## config.mk

```make
export PLATFORM = sky130hd
export DESIGN_NAME = swan128_key_expand_256
export DESIGN_NICKNAME = d
export VERILOG_FILES = /design/src/rtl/swan_pkg.sv /design/src/rtl/enc_key_schedule_256.sv /design/src/rtl/swan128_key_expand_256.sv
export SDC_FILE = /design/constraint.sdc
export NUM_CORES = 1
export LEC_CHECK = 0
export CORE_MARGIN = 2
export CORE_UTILIZATION = 34
export CTS_CLUSTER_SIZE = 10
export DETAILED_ROUTE_END_ITERATION = 10
export GPL_ROUTABILITY_DRIVEN = 0
export PLACE_DENSITY = 0.68
export SLEW_MARGIN = 20
export SYNTH_ARGS = -nofsm -noshare
export SYNTH_HDL_FRONTEND = slang
export SYNTH_SLANG_ARGS = --single-unit
```

## constraint.sdc

```tcl
create_clock -name clk -period 6.4 [get_ports clk]
set_input_delay 0.96 -clock clk [delete_from_list [all_inputs] [get_ports clk]]
set_output_delay 0.96 -clock clk [all_outputs]
set_load 0.005 [all_outputs]
```

## src/rtl/swan_pkg.sv

```systemverilog
// Shared SWAN128 key-schedule constants and the key-expander state encoding.
package swan_pkg;

  // Golden-ratio increment added to the delta register on every schedule step.
  localparam logic [63:0] SWAN_DELTA0 = 64'h9e3779b97f4a7c15;

  // Right-rotation distance applied to the 256-bit key on every step.
  localparam int SWAN_PD = 56;

  // Round-key / delta width.
  localparam int SWAN_SIDE = 64;

  // Master key width for the 256-bit variant.
  localparam int SWAN_KEY256 = 256;

  // Key-expander control states.
  typedef enum logic {
    IDLE = 1'b0,
    RUN  = 1'b1
  } swan_state_e;

endpackage : swan_pkg

```

## src/rtl/enc_key_schedule_256.sv

```systemverilog
// One combinational SWAN128 key-schedule step for a 256-bit key.
//   R  = key rotated right by SWAN_PD bits
//   D' = delta + SWAN_DELTA0
//   S  = low word of R + D'   (this is the emitted round key)
//   K' = R with its low word replaced by S
// Vector bit 255 is the key's MSB (bit 0 in the MSB-first notation).
module enc_key_schedule_256
  import swan_pkg::*;
(
  input  logic [SWAN_KEY256-1:0] key_in,
  input  logic [SWAN_SIDE-1:0]   delta_in,
  output logic [SWAN_KEY256-1:0] key_out,
  output logic [SWAN_SIDE-1:0]   delta_out,
  output logic [SWAN_SIDE-1:0]   sk
);

  logic [SWAN_KEY256-1:0] rot_s;
  logic [SWAN_SIDE-1:0]   delta_next_s;
  logic [SWAN_SIDE-1:0]   sk_s;

  // Rotate, advance delta, and fold the new delta into the low key word.
  always_comb begin
    rot_s        = {key_in[SWAN_PD-1:0], key_in[SWAN_KEY256-1:SWAN_PD]};
    delta_next_s = delta_in + SWAN_DELTA0;
    sk_s         = rot_s[SWAN_SIDE-1:0] + delta_next_s;
    key_out      = {rot_s[SWAN_KEY256-1:SWAN_SIDE], sk_s};
    delta_out    = delta_next_s;
    sk           = sk_s;
  end

endmodule : enc_key_schedule_256

```

## src/rtl/swan128_key_expand_256.sv

```systemverilog
// SWAN128 256-bit round-key expander.
// Accepts a master key in IDLE, then streams ROUNDS round keys in order over
// a valid/ready handshake, advancing the key schedule once per accepted key.
// flush aborts the stream from any state; rst_n clears everything at once.
module swan128_key_expand_256
  import swan_pkg::*;
#(
  parameter int                    KEY_SIZE   = 256,
  parameter int                    SIDE_SIZE  = 64,
  parameter int                    ROUNDS     = 64,
  parameter logic [SIDE_SIZE-1:0]  DELTA_INIT = 64'h0,
  parameter int                    RW         = 6
)(
  input  logic                 clk,
  input  logic                 rst_n,
  input  logic                 key_valid,
  output logic                 key_ready,
  input  logic [KEY_SIZE-1:0]  key_in,
  output logic                 sk_valid,
  input  logic                 sk_ready,
  output logic [SIDE_SIZE-1:0] sk_out,
  output logic [RW-1:0]        sk_round,
  output logic                 sk_last,
  input  logic                 flush,
  output logic                 busy
);

  localparam logic [RW-1:0] LAST_ROUND = RW'(ROUNDS - 1);
  localparam logic [RW-1:0] ROUND_ONE  = RW'(1);
  localparam logic [RW-1:0] ROUND_ZERO = {RW{1'b0}};

  // Registered state and datapath.
  swan_state_e           state_r;
  logic [KEY_SIZE-1:0]   key_r;
  logic [SIDE_SIZE-1:0]  delta_r;
  logic [SIDE_SIZE-1:0]  sk_out_r;
  logic [RW-1:0]         sk_round_r;
  logic                  sk_valid_r;
  logic                  sk_last_r;

  // Next-state values.
  swan_state_e           state_n;
  logic [KEY_SIZE-1:0]   key_n;
  logic [SIDE_SIZE-1:0]  delta_n;
  logic [SIDE_SIZE-1:0]  sk_out_n;
  logic [RW-1:0]         sk_round_n;
  logic                  sk_valid_n;
  logic                  sk_last_n;

  // Schedule-step operands and results.
  logic [KEY_SIZE-1:0]   sched_key_s;
  logic [SIDE_SIZE-1:0]  sched_delta_s;
  logic [KEY_SIZE-1:0]   sched_key_next_s;
  logic [SIDE_SIZE-1:0]  sched_delta_next_s;
  logic [SIDE_SIZE-1:0]  sched_sk_s;
  logic [RW-1:0]         round_inc_s;
  logic                  handshake_s;

  // Single schedule instance shared between key load and streaming.
  enc_key_schedule_256 u_sched (
    .key_in    (sched_key_s),
    .delta_in  (sched_delta_s),
    .key_out   (sched_key_next_s),
    .delta_out (sched_delta_next_s),
    .sk        (sched_sk_s)
  );

  // Feed the schedule from the incoming master key in IDLE, from the stored
  // key/delta while streaming.
  always_comb begin
    if (state_r == RUN) begin
      sched_key_s   = key_r;
      sched_delta_s = delta_r;
    end else begin
      sched_key_s   = key_in;
      sched_delta_s = DELTA_INIT;
    end
  end

  // Next-state and next-output logic; flush overrides every state.
  always_comb begin
    state_n     = state_r;
    key_n       = key_r;
    delta_n     = delta_r;
    sk_out_n    = sk_out_r;
    sk_round_n  = sk_round_r;
    sk_valid_n  = sk_valid_r;
    sk_last_n   = sk_last_r;
    round_inc_s = sk_round_r + ROUND_ONE;
    handshake_s = sk_valid_r & sk_ready;

    if (flush) begin
      state_n    = IDLE;
      sk_valid_n = 1'b0;
      sk_round_n = ROUND_ZERO;
      sk_last_n  = 1'b0;
    end else begin
      case (state_r)
        IDLE: begin
          if (key_valid) begin
            key_n      = sched_key_next_s;
            delta_n    = sched_delta_next_s;
            sk_out_n   = sched_sk_s;
            sk_round_n = ROUND_ZERO;
            sk_valid_n = 1'b1;
            sk_last_n  = (LAST_ROUND == ROUND_ZERO);
            state_n    = RUN;
          end else begin
            sk_valid_n = 1'b0;
            sk_last_n  = 1'b0;
          end
        end
        RUN: begin
          if (handshake_s) begin
            if (sk_round_r == LAST_ROUND) begin
              // Last key consumed: key_ready only rises on the next cycle.
              sk_valid_n = 1'b0;
              sk_last_n  = 1'b0;
              sk_round_n = ROUND_ZERO;
              state_n    = IDLE;
            end else begin
              key_n      = sched_key_next_s;
              delta_n    = sched_delta_next_s;
              sk_out_n   = sched_sk_s;
              sk_round_n = round_inc_s;
              sk_last_n  = (round_inc_s == LAST_ROUND);
            end
          end else begin
            // Stalled: hold the presented round key.
            sk_valid_n = sk_valid_r;
          end
        end
        default: begin
          state_n    = IDLE;
          sk_valid_n = 1'b0;
          sk_round_n = ROUND_ZERO;
          sk_last_n  = 1'b0;
        end
      endcase
    end
  end

  // State and datapath registers with asynchronous clear.
  always_ff @(posedge clk or negedge rst_n) begin
    if (!rst_n) begin
      state_r    <= IDLE;
      key_r      <= {KEY_SIZE{1'b0}};
      delta_r    <= {SIDE_SIZE{1'b0}};
      sk_out_r   <= {SIDE_SIZE{1'b0}};
      sk_round_r <= ROUND_ZERO;
      sk_valid_r <= 1'b0;
      sk_last_r  <= 1'b0;
    end else begin
      state_r    <= state_n;
      key_r      <= key_n;
      delta_r    <= delta_n;
      sk_out_r   <= sk_out_n;
      sk_round_r <= sk_round_n;
      sk_valid_r <= sk_valid_n;
      sk_last_r  <= sk_last_n;
    end
  end

  assign key_ready = (state_r == IDLE);
  assign busy      = (state_r == RUN);
  assign sk_valid  = sk_valid_r;
  assign sk_out    = sk_out_r;
  assign sk_round  = sk_round_r;
  assign sk_last   = sk_last_r;

endmodule : swan128_key_expand_256
```

==> out/summary.txt <==
FINAL LAYOUT
--------------------------------------------------------------------------------------------------
Commonest non-fill, non-tap cell in the layout                                             nand2_1
Fraction of layout cells with a size suffix above 1                                         7.241%
Area grow syn2layout                                                                        22.80%
Top library cells by usage in the layout, fill and taps aside                         440 x nand2_1, 333 x clkdlybuf4s50_1, 328 x dfrtp_1, 319 x o21ai_0, 201 x mux2i_1
Final layout net count                                                                        2924
Final Instance Area                                                                      26060 µm²

SYNTHESIS
--------------------------------------------------------------------------------------------------
Fraction of post-synthesis cell area in the top cell type by area                           38.79%
Sequential-to-total area share from yosys stat                                              38.79%
Post-synth top flop                                                                        dfrtp_1
Post-synthesis sequential element count                                                        329
Synth async-reset ratio                                                                     100.0%
Mean cell area of the mapped netlist                                                     8.773 µm²
Mapped cell area                                                                         21220 µm²
Area leader, netlist                                                                       dfrtp_1
Nets in the synthesized netlist                                                               2749
EDFF count, synth                                                                                0
Synthesized instance count                                                                    2419
Most area-consuming cells after synthesis                                             dfrtp_1 39%, mux2i_1 9.5%, nand2_1 7.8%, o21ai_0 7.5%, mux2_2 4.5%
Number of library cell types mapped by synthesis                                                74
Synth warnings                                                                                   0

PWR
--------------------------------------------------------------------------------------------------
Leakage                                                                                   11.01 nW
Combinational fraction of design power                                                       36.0%
Power Dens Cells                                                                      335.9 nW/µm²
Internal power component                                                                0.005436 W
Switching share of power                                                                    37.90%
Clock share of power                                                                         26.6%
Switching power summed over all nets                                                    0.003318 W
VDD IR max                                                                                184.9 µV
Sequential fraction of design power                                                          37.4%

GLOBAL ROUTE
--------------------------------------------------------------------------------------------------
Remaining global-route overflow                                                                  0
Maximum number of pins on one net before global-route repair                                   172
Global-route wire length before repair                                                   108000 µm
Via count of the first global-routing pass                                                   17480
Antenna violations before repair                                                                 7
All-Layer GR Usage                                                                          21.96%

CRITICAL PATH
--------------------------------------------------------------------------------------------------
Cell with the most instances on the worst path                                             a21oi_1
Number of cells on the worst reg-to-reg path                                                    21
Startpoint type of the worst setup path                                                  flip-flop
Critical path depth in cells                                                                    21
CP max FO                                                                                        6
Crit-path slowest cell                                                                       or4_4
Highest cell delay on the worst timing path                                                0.56 ns
Slack of the worst reg-to-reg path                                                         0.96 ns
Category of the worst setup path capture point                                           flip-flop
Arrival @ worst endpoint                                                                   5.87 ns
CP cell instances                                                                     or4_4 -> o21ai_1 -> a21oi_1 -> o21ai_1 -> nand2_1 -> a41oi_2 -> o21ai_1 -> a21oi_1 -> nor2_1 -> o311ai_0 -> ha_1 -> a21oi_1 -> o21bai_1 -> a21oi_1 -> o21bai_1 -> a21o_1 -> a21o_1 -> a21oi_1 -> nand3_1 -> xnor2_1 -> o21ai_0
Req. time, crit path                                                                       6.82 ns
Number of buffers and inverters on the critical path                                             0
Critical path's top delay family                                                      compound AO/OA/AOI/OAI gates
Class of the most critical setup path                                                 flip-flop to flip-flop

ROUTING
--------------------------------------------------------------------------------------------------
Total routed wire length on the met1 layer                                                32460 µm
DR WL/cell                                                                                20.91 µm
Met3 WL                                                                                    6341 µm
First-pass detailed-route iteration total                                                        5
Routed wire length on met2                                                                31890 µm
Vias per cell                                                                                5.304
Top sig layer                                                                                 met5
Number of DRC markers in iteration 0                                                          1973
Remaining number of nets flagged by the antenna check after routing                              0
DR vias                                                                                      18320
DRC violations left                                                                              0
WL final                                                                                  72210 µm

DIE
--------------------------------------------------------------------------------------------------
Total Die Area                                                                           64430 µm²
Initial core utilization                                                                    34.39%
Placement Rows                                                                                  91
Core area                                                                                61710 µm²
Die outline height                                                                        253.8 µm
Io pins                                                                                        335
Die Wd                                                                                    253.8 µm

CLOCK NETWORK
--------------------------------------------------------------------------------------------------
Number of sinks on the clock net                                                               329
CTS tree                                                                                      done
Number of setup buffers added after CTS                                                          0
CTS hold repair buffers                                                                          0
Number of buffers created by CTS                                                                42
Maximum level of the CTS H-tree                                                                  2
Clock transition time at the flip-flop clock pins of the worst setup and hold paths        0.06 ns
Clock root buffer                                                                        clkbuf_16
Clock buffer depth                                                                               3
Clock latency on the worst-skew pair                                                       0.58 ns
Post-CTS Resized                                                                                 0

TIMING
--------------------------------------------------------------------------------------------------
Unrepaired setup endpoints after global routing                                              false
Final critical delay including setup and external delays                                  5.443 ns
Setup violation total in the final timing report                                                 0
Actual slew at the worst max-slew pin                                                     1.016 ns
Achievable Freq                                                                          183.7 MHz
Final cycle utilization of the critical path                                                85.05%
Number of max-slew violations in the final report                                                0
Worst Clk Skew                                                                          0.02780 ns
Worst slew margin                                                                           32.24%
Least setup slack across all paths after layout                                          0.9565 ns
Final hold violations                                                                            0
Total negative slack for setup checks                                                         0 ns

PLACEMENT
--------------------------------------------------------------------------------------------------
Placement Setup Slack                                                                     1.115 ns
Half-perimeter wire length of the detailed placement result                               54960 µm
Count of port buffers added during placement                                                   334
Cell area after placement                                                                24740 µm²

HOLD PATH
--------------------------------------------------------------------------------------------------
HP Class                                                                              input pin to async pin

OUTCOME
--------------------------------------------------------------------------------------------------
Status                                                                                   completed

FLOW RUN
--------------------------------------------------------------------------------------------------
Max-capacitance violation count                                                                  0

## metrics by stage
step | power [W] | hold WS, ns | std cells | util [%]
2_1_floorplan | 0.005097 | 0.4444 | 2419 | -
3_3_place_gp | 0.006354 | 0.4588 | 3387 | 40.08
3_5_place_dp | 0.006396 | 0.4649 | 3387 | 40.08
4_1_cts | 0.008767 | 0.4773 | 3447 | 42.21
5_1_grt | 0.009233 | 0.4993 | 3447 | 42.21
6_report | 0.008755 | 0.4698 | 3453 | 42.23
## power by group through the flow
| stage | Combinational [W] | Sequential, W | Clock (W) |
|---|---|---|---|
| after global routing | 0.00344 | 0.00333 | 0.00246 |
| after floorplan | 0.00215 | 0.00294 | 0 |
| after CTS | 0.00311 | 0.00327 | 0.00239 |
| after detailed placement | 0.00310 | 0.00330 | 0 |
| final | 0.00315 | 0.00327 | 0.00233 |
| after global placement | 0.00307 | 0.00328 | 0 |
## flip-flops by register name (all words and copies together) (netlist names)
signal and cells:
busy 1, key_r 256, sk_round 6, sk_last 1
delta_r 64, sk_valid 1
## cells in the mapped netlist, types with 12 or more instances
cell and n:
nor3_1 20, nand4_1 27, and3_1 15, a21o_1 44
nand2_1 440, o21bai_1 22, o21ai_0 319, a31oi_1 28
dfrtp_1 329, ha_1 68, buf_2 12, buf_4 64
nand3_1 34, xnor2_1 67, mux2i_1 201, and2_1 15
xor2_1 47, inv_1 35, clkbuf_1 134, a21oi_1 123
o21a_1 14, nand2b_1 15, o21ai_1 13, nor2_1 103
mux2_2 84
## routing by layer
metal | vias up | track usage [%]
met5 | - | 0
met4 | 4 | 5.731
met3 | 91 | 4.978
met2 | 715 | 34.03
met1 | 8700 | 30.79
li1 | 8806 | -
## final cells by class
class	instances	area [µm²]
Sequential cell	329	8237
Tap cell	837	1047
Clock buffer	51	1135
Antenna cell	6	15.01
Fill cell	6108	35650
Clock inverter	9	176.4
Inverter	36	135.1
Multi-Input combinational cell	1838	11810
Timing Repair Buffer	347	3508
## worst paths after layout
kind,start,to
max in group asynchronous,rst_n,key_r[127]$_DFFE_PN0P_
worst max-delay path,delta_r[13]$_DFFE_PN0P_,key_r[60]$_DFFE_PN0P_
worst max register to register,delta_r[13]$_DFFE_PN0P_,key_r[60]$_DFFE_PN0P_
min in group clk,key_r[85]$_DFFE_PN0P_,key_r[85]$_DFFE_PN0P_
worst min register to register,key_r[85]$_DFFE_PN0P_,key_r[85]$_DFFE_PN0P_
worst min-delay path,rst_n,key_r[108]$_DFFE_PN0P_
## cell families (layout without fill, tap and decap cells)
kind of cell / count (synthesis) / after routing / share of synthesized area (%)
flops: 329 / 329 / 38.79
compound gates: 646 / 646 / 17.95
fa+ha+maj: 69 / 69 / 4.103
simple gates: 724 / 724 / 14.85
mux: 285 / 285 / 13.94
other cells: 0 / 6 / 0
buf+inv: 252 / 443 / 5.660
xor+xnor: 114 / 114 / 4.705
(Power assumes the default switching activity.)
